===== config.mk =====
export PLATFORM = sky130hd
export DESIGN_NAME = apb_slave_bridge
export DESIGN_NICKNAME = d
export VERILOG_FILES = /design/src/rtl/apb_slave_bridge.sv
export SDC_FILE = /design/constraint.sdc
export NUM_CORES = 1
export LEC_CHECK = 0
export BUFFER_PORTS_ARGS = -buffer_cell sky130_fd_sc_hd__buf_2
export CELL_PAD_IN_SITES_DETAIL_PLACEMENT = 0
export CELL_PAD_IN_SITES_GLOBAL_PLACEMENT = 1
export CORE_ASPECT_RATIO = 1.75
export CORE_MARGIN = 2
export CORE_UTILIZATION = 39
export CTS_BUF_LIST = sky130_fd_sc_hd__clkbuf_4 sky130_fd_sc_hd__clkbuf_8
export DETAILED_ROUTE_END_ITERATION = 10
export PLACE_DENSITY_LB_ADDON = 0.12
export SETUP_SLACK_MARGIN = 0.5
export SLEW_MARGIN = 20
export SYNTH_ARGS = -nofsm -noshare
export SYNTH_HDL_FRONTEND = slang
export SYNTH_SLANG_ARGS = --single-unit

===== constraint.sdc =====
create_clock -name clk -period 2.15 [get_ports clk]
set_input_delay 0.43 -clock clk [delete_from_list [all_inputs] [get_ports clk]]
set_output_delay 0.43 -clock clk [all_outputs]
set_load 0.02 [all_outputs]

===== src/rtl/apb_slave_bridge.sv =====
// apb_slave_bridge: APB4 slave that turns each transfer into one wr_en/rd_en strobe on the register bus
// and returns a registered completion, with an ack timeout and protocol-violation detection.
module apb_slave_bridge #(
    parameter int ADDR_W      = 32,
    parameter int DATA_W      = 32,
    parameter int TIMEOUT_CYC = 16
) (
    input  logic                clk,
    input  logic                rst,
    input  logic                psel,
    input  logic                penable,
    input  logic                pwrite,
    input  logic [ADDR_W-1:0]   paddr,
    input  logic [DATA_W-1:0]   pwdata,
    input  logic [DATA_W/8-1:0] pstrb,
    output logic [DATA_W-1:0]   prdata,
    output logic                pready,
    output logic                pslverr,
    output logic [ADDR_W-1:0]   addr,
    output logic [DATA_W-1:0]   wdata,
    output logic [DATA_W/8-1:0] wstrb,
    output logic                wr_en,
    output logic                rd_en,
    input  logic [DATA_W-1:0]   rdata,
    input  logic                rack,
    input  logic                wack,
    input  logic                raddrerr,
    input  logic                waddrerr,
    output logic                proto_err
);
    typedef enum logic [1:0] {S_IDLE, S_REQ, S_WAIT, S_RESP} state_t;

    state_t              state_q;
    logic                write_q;
    logic [7:0]          cnt_q;
    logic [7:0]          cnt_d;
    logic                ack;
    logic                ack_err;
    logic                expire;
    logic [DATA_W-1:0]   prdata_q;
    logic                pready_q;
    logic                pslverr_q;
    logic [ADDR_W-1:0]   addr_q;
    logic [DATA_W-1:0]   wdata_q;
    logic [DATA_W/8-1:0] wstrb_q;
    logic                wr_en_q;
    logic                rd_en_q;
    logic                proto_err_q;

    // Only the ack matching the latched direction counts; REQ counts as cycle 1 of the timeout.
    always_comb begin
        ack     = write_q ? wack : rack;
        ack_err = write_q ? waddrerr : raddrerr;
        cnt_d   = (state_q == S_REQ) ? 8'd1 : cnt_q + 8'd1;
        expire  = cnt_d >= 8'(TIMEOUT_CYC);
    end

    always_ff @(posedge clk or negedge rst) begin
        if (!rst) begin
            state_q     <= S_IDLE;
            write_q     <= 1'b0;
            cnt_q       <= '0;
            prdata_q    <= '0;
            pready_q    <= 1'b0;
            pslverr_q   <= 1'b0;
            addr_q      <= '0;
            wdata_q     <= '0;
            wstrb_q     <= '0;
            wr_en_q     <= 1'b0;
            rd_en_q     <= 1'b0;
            proto_err_q <= 1'b0;
        end else begin
            wr_en_q     <= 1'b0;
            rd_en_q     <= 1'b0;
            proto_err_q <= 1'b0;
            pready_q    <= 1'b0;
            pslverr_q   <= 1'b0;
            prdata_q    <= '0;
            case (state_q)
                S_IDLE: begin
                    if (psel && !penable) begin
                        state_q <= S_REQ;
                        write_q <= pwrite;
                        addr_q  <= paddr;
                        wdata_q <= pwdata;
                        wstrb_q <= pwrite ? pstrb : '0;
                        wr_en_q <= pwrite;
                        rd_en_q <= !pwrite;
                    end else if (psel && penable) begin
                        proto_err_q <= 1'b1;
                    end
                end
                S_REQ, S_WAIT: begin
                    cnt_q <= cnt_d;
                    if (!psel) begin
                        state_q     <= S_IDLE;
                        proto_err_q <= 1'b1;
                    end else if (ack || expire) begin
                        state_q   <= S_RESP;
                        pready_q  <= 1'b1;
                        pslverr_q <= ack ? ack_err : 1'b1;
                        prdata_q  <= (ack && !write_q && !raddrerr) ? rdata : '0;
                    end else begin
                        state_q <= S_WAIT;
                    end
                end
                default: state_q <= S_IDLE;
            endcase
        end
    end

    assign prdata    = prdata_q;
    assign pready    = pready_q;
    assign pslverr   = pslverr_q;
    assign addr      = addr_q;
    assign wdata     = wdata_q;
    assign wstrb     = wstrb_q;
    assign wr_en     = wr_en_q;
    assign rd_en     = rd_en_q;
    assign proto_err = proto_err_q;
endmodule


==> results of run 1 <==
## power by group through the flow
stage | clock (mW) | sequential [mW] | combinational [mW]
after floorplan | 0 | 4.21 | 0.958
after global placement | 0 | 3.30 | 2.95
after detailed placement | 0 | 3.34 | 2.99
after CTS | 2.11 | 3.30 | 3.04
after global routing | 2.21 | 3.41 | 3.30
final | 2.04 | 3.29 | 3.07
## stage by stage
stage	power (mW)	worst slack (ps)	hold slack, ps	cells
finish	8.41	562	211	677
global route	8.92	505	178	677
CTS	8.45	502	182	676
detailed placement	6.33	421	431	643
global placement	6.26	454	428	643
floorplan	5.17	672	134	307
## final timing paths
path / to / start
setup / recovery: state_q[0] / cnt_q[2]
hold / removal: prdata[14] / rdata[14]
setup reg to reg: state_q[0] / cnt_q[2]
hold reg to reg: wstrb[2] / wstrb[2]
max in group asynchronous: cnt_q[4] / rst
min in group asynchronous: wdata[13] / rst
## cells in the final DEF (no fill, tap or decap), types with 3 or more instances in the layout
cell type	count
nand4_1	3
bufinv_16	3
buf_2	212
buf_12	4
clkinv_2	5
mux2_2	14
buf_4	3
mux2_1	50
nor2_1	5
nand2_1	19
dfrtp_1	115
o21ai_0	15
and2_1	34
clkbuf_8	20
## per-layer routing
metal  vias up  routed length [um]
li1       1499                   -
met1      1520                4010
met2       124                6120
met3        14                 592
met4         0                 185
met5         -                   0
## repair_timing
action	4_1_cts	5_1_grt
hold buffers	1	0
buffers inserted	2	0
gates resized for setup	4	15
cloned	0	1
hold endpoints to repair	34	0
endpoints found under the setup margin	97	40
pin swaps	1	1
## cells in the mapped netlist, types with 2 or more instances
library cell and instances:
dfrtp_1 116, mux2_1 50, and2_1 34, nand2_1 21, o21ai_0 15, mux2_2 14
nor2_1 7, buf_6 6, clkbuf_2 4, ha_1 4, inv_1 3, nand4_1 3
a21oi_1 2, a31oi_1 2, and3_1 2, buf_2 2, mux2i_1 2, o2bb2ai_1 2
xnor2_1 2
## flip-flops by register name, summed over array words and instances, names as in the netlist
register / cells
addr: 32
prdata: 32
wdata: 32
cnt_q: 8
wstrb: 4
state_q: 2
pready: 1
proto_err: 1
pslverr: 1
rd_en: 1
wr_en: 1
write_q: 1
## kinds of logic after synthesis
group                      Yosys count
DFF                                116
and+or+nand+nor                     73
muxes                               66
AOI/OAI and AO/OA                   29
buffers and inverters               17
adders and majority gates            4
xor gates and xnor gates             2
## area by class of cell
type | count | area share [%]
flip-flops and latches | 116 | 47.4
multi-input cells | 174 | 23.6
repair buffers | 222 | 19.5
clock buffers | 20 | 4.49
well taps | 132 | 2.69
clock inverters | 10 | 2.14
inverters | 3 | 0.184
==> metrics.txt, run 1 <==
status complete, no violations; CP top delay family compound AO/OA/AOI/OAI gates; Switching Fraction 36.1%; area of the multi-input gates 1450 um^2; WP data required 2450 ps; FP Rows 51; HPWL after DPL 8030 um; part of the cycle the worst path needs 73.8%; clock power share 24.3%; critical path class reg2reg; Comb pwr share 36.5%; antenna viol nets, final 0; simple-gate area share of the yosys netlist 8.78%; Max Clock Skew 5.86 ps; met3 usage 5.82%; Slew Limit Fails 0; Cell Area, Placed 5620 um^2; post-synth top area share 65.9%; mux cell area share after synthesis 16.8%; drt drc 0; IO Port Bufs 213; first-pass GRT wire length 16100 um; Fin. Hold Viols 0; Tightest Hold Check Type in2reg; R2R cell count 4; post-synthesis cell type with the largest combined area dfrtp_1; CP cell instances and3_2 -> a211o_1 -> a211oi_4 -> o41ai_1; min cycle time layout 1590 ps; Pre-antenna DRT Iters 4; CTS buffer count 17; Clock Tree Root clkbuf_8; crit path buf inv count 0; layout cell share with drive strength beyond 1 51.2%; mapped cell area 4400 um^2; synthesized flop and latch total 116; asr flop ratio synth 100%; WL final 10900 um; Int Power 5.37 mW; initial antenna violation count 0; yosys warns 0; number of distinct library cells after synthesis 35; r2r setup slk 560 ps; routed len/inst 16.1 um; busiest layer in global routing met2; fin util 55.5%; Ports 214; Mapped Cells 307; unrepaired setup endpoints after global routing no; Pleak 3.22 nW; critical path launch point type flip-flop; WP depth 4; NetSw 3.04 mW; Fillers 1030; hold path depth 2; Starting Density 39.9%; Max IR drop VDD 735 uV; register area share after synthesis 65.9%; Sequential Area 2900 um^2; Slew @ Worst Pin 496 ps; Synth Area in XOR/XNOR 0.398%; total die area 12200 um^2; Core Area 11000 um^2; crit end category flip-flop; total global routing track utilization 17.6%; fin nets 647; endpoints failing setup 0; Post-synth EDFFs 0; Post-Layout Inst Area 6130 um^2; Avg Inst Size Synth 14.3 um^2; DR vias/cell 4.66; Synth Area in Adders 1.14%; via count 3157; Clock Path Buffers 2; syn nets 420; clk sink count 116; main combinational cell family by area after synthesis multiplexers; CTS H-tree depth 4; Area contributors post-synth dfrtp_1 66%, mux2_1 13%, and2_1 4.8%; crit path max fanout 7; Clock Pin Slew Worst Setup and Hold Paths 70 ps; clk_lat worst skew 410 ps; Compound-Gate Fraction of Synth Area 4.18%; n_diodes 0; met1 Resource Use GR 19.5%; Starting DRT DRC Count 82; routability cong. 0.729; Highest Clock Rate 630 MHz; largest net degree at the start of global routing 44; met2 Use GR 30.8%; Worst slew margin 66.9%; Pwr per Cell Area 1370 nW/um^2; DIE WIDTH 84.3 um; setup TNS 0 ps; max-cap violation count 0; TritonCTS clock tree done; Flop pwr share 39.2%; die height 145 um; Data arrival, critical path 1880 ps; Worst path slowest cell dfrtp_1; vias in the first global route 3120; Primary FF master, synth dfrtp_1; GRT overflow 0; area growth from synthesis to layout 39.3%; CP peak stage delay 430 ps
Power figures use the tool's default switching activity.
==> run 2, diff against run 1 <==
CORE_UTILIZATION = 33   (was 39)
clock period = 1.3 ns   (was 2.15 ns; I/O delays follow)
==> run 2 against run 1 <==
The run now ends with negative setup slack left; count of clock-buffer cells in the layout decreased by 2; global-route usage shrank 0.41 points; sequential power grew 76%; clock power is 72% higher; final area grew 28%; core utilization is 4.9 points higher; sequential cell count did not move; cell count is 17% higher; critical path type unchanged; largest power group is now combinational logic.
==> metrics.txt, run 2 (synthesis results as in run 1) <==
CTS buffer count 17; failing checks negative setup slack; Starting DRT DRC Count 65; WL final 12900 um; TritonCTS clock tree done; total global routing track utilization 17.2%; Ports 214; Worst path slowest cell dfrtp_1; status complete, but fails checks; unrepaired setup endpoints after global routing yes; crit end category flip-flop; endpoints failing setup 113; cell count after placement 709; Pwr per Cell Area 2360 nW/um^2; IO Port Bufs 213; Max Clock Skew 8.57 ps; routed len/inst 16.3 um; drt drc 0; Highest Clock Rate 673 MHz; DIE WIDTH 91.3 um; Core Area 13000 um^2; Clock Tree Root clkbuf_8; layout cell share with drive strength beyond 1 67.1%; Starting Density 33.8%; final non-filler cell total 792; Worst slew margin 76.6%; total die area 14300 um^2; Fillers 1054; Fin. Hold Viols 0; setup ws final -187 ps; antenna viol nets, final 0; commonest non-fill, non-tap cell in the layout dfrtp_1; GRT overflow 0; die height 157 um; Data arrival, critical path 1780 ps; WP data required 1600 ps; critical path class reg2reg; crit path max fanout 4; CP cell instances ha_2 -> a311oi_2 -> a31oi_2 -> a211oi_2 -> nor3_1; clk_lat worst skew 420 ps; max-cap violation count 0; fin nets 721; Clock Pin Slew Worst Setup and Hold Paths 80 ps; largest net degree at the start of global routing 45; area growth from synthesis to layout 78.6%; min cycle time layout 1490 ps; CTS H-tree depth 4; via count 3547; first-pass GRT wire length 18900 um; Max IR drop VDD 1050 uV; routability cong. 0.841; critical path launch point type flip-flop; initial antenna violation count 0; final hold slack 41.3 ps; Pre-antenna DRT Iters 4; Slew Limit Fails 0; Tightest Hold Check Type in2reg; Slew @ Worst Pin 351 ps; DR vias/cell 4.48; most frequent cells in the layout 116 x dfrtp_1, 113 x buf_6, 107 x buf_2, 61 x buf_4, 60 x mux2_4; HPWL after DPL 8290 um; n_diodes 0; vias in the first global route 3722; fin util 60.4%; part of the cycle the worst path needs 114%; Clock Path Buffers 2; Cell Area, Placed 6030 um^2; CP peak stage delay 400 ps; FP Rows 55; Post-Layout Inst Area 7860 um^2; setup TNS -12600 ps; clk sink count 116; Pleak 4.12 nW
==> run 2: cell types whose count changed in the layout (fill, tap and decap cells not counted), sizes merged <==
cell,delta
clkinv,-2
inv,+2
nand2,+1
clkbuf,+1
clkinvlp,+4
buf,+70
==> run 2: layout make-up <==
class                           instances  area [um^2]  area share (%)
Multi-Input combinational cell        175         1740            22.1
Tap cell                              171          214            2.72
Clock buffer                           18          241            3.07
Sequential cell                       116         2900            36.9
Clock inverter                         14          178            2.26
Timing Repair Buffer                  295         2570            32.7
Inverter                                3         15.0           0.191
==> run 2: timing repair <==
action / in CTS / in global routing
hold buffers: 1 / 0
buffers inserted: 16 / 28
gates resized for setup: 247 / 44
endpoints found under the hold margin: 63 / 0
gates cloned: 2 / 4
setup endpoints to repair: 221 / 265
pin swaps: 3 / 9
==> run 2: stage by stage <==
| step | worst slack, ps | total power, mW |
|---|---|---|
| 2_1_floorplan | -83.8 | 8.96 |
| 4_1_cts | -157 | 17.3 |
| 6_report | -187 | 18.5 |
| 3_3_place_gp | -160 | 11.2 |
| 5_1_grt | -263 | 19.4 |
| 3_5_place_dp | -196 | 11.3 |
==> run 2: path summary, 6_finish.rpt <==
path | to | slack, ps | start | depth (start not counted)
max in group asynchronous | prdata[21] | 590 | rst | 3
max reg2reg | pslverr | -190 | cnt_q[0] | 5
max | pslverr | -190 | cnt_q[0] | 5
min in group asynchronous | addr[27] | 220 | rst | 2
min reg2reg | wstrb[3] | 520 | wstrb[3] | 2
min | prdata[4] | 40 | rdata[4] | 2
==> run 2: routing by layer <==
metal  track usage, %  part of all wire, %  vias to the layer above
met5                0                    0                        -
met4             5.56                  1.4                        0
met3             5.78                  5.6                       13
met2             31.9                   56                      144
met1             18.1                   37                     1738
li1                 -                    -                     1652
==> run 2: worst max-delay path, delay by kind of cell (launching register included) <==
kind                       cells  cell delay (ps)
DFF                            1              400
AOI/OAI and AO/OA              3              650
and+or+nand+nor                1              100
adders and majority gates      1              210
==> run 2: where the power goes <==
part           switching, mW  internal (mW)  total (mW)
registers              0.903           4.87        5.78
logic                   3.76           5.49        9.25
clock network           1.57           1.94        3.51
total                   6.23           12.3        18.5
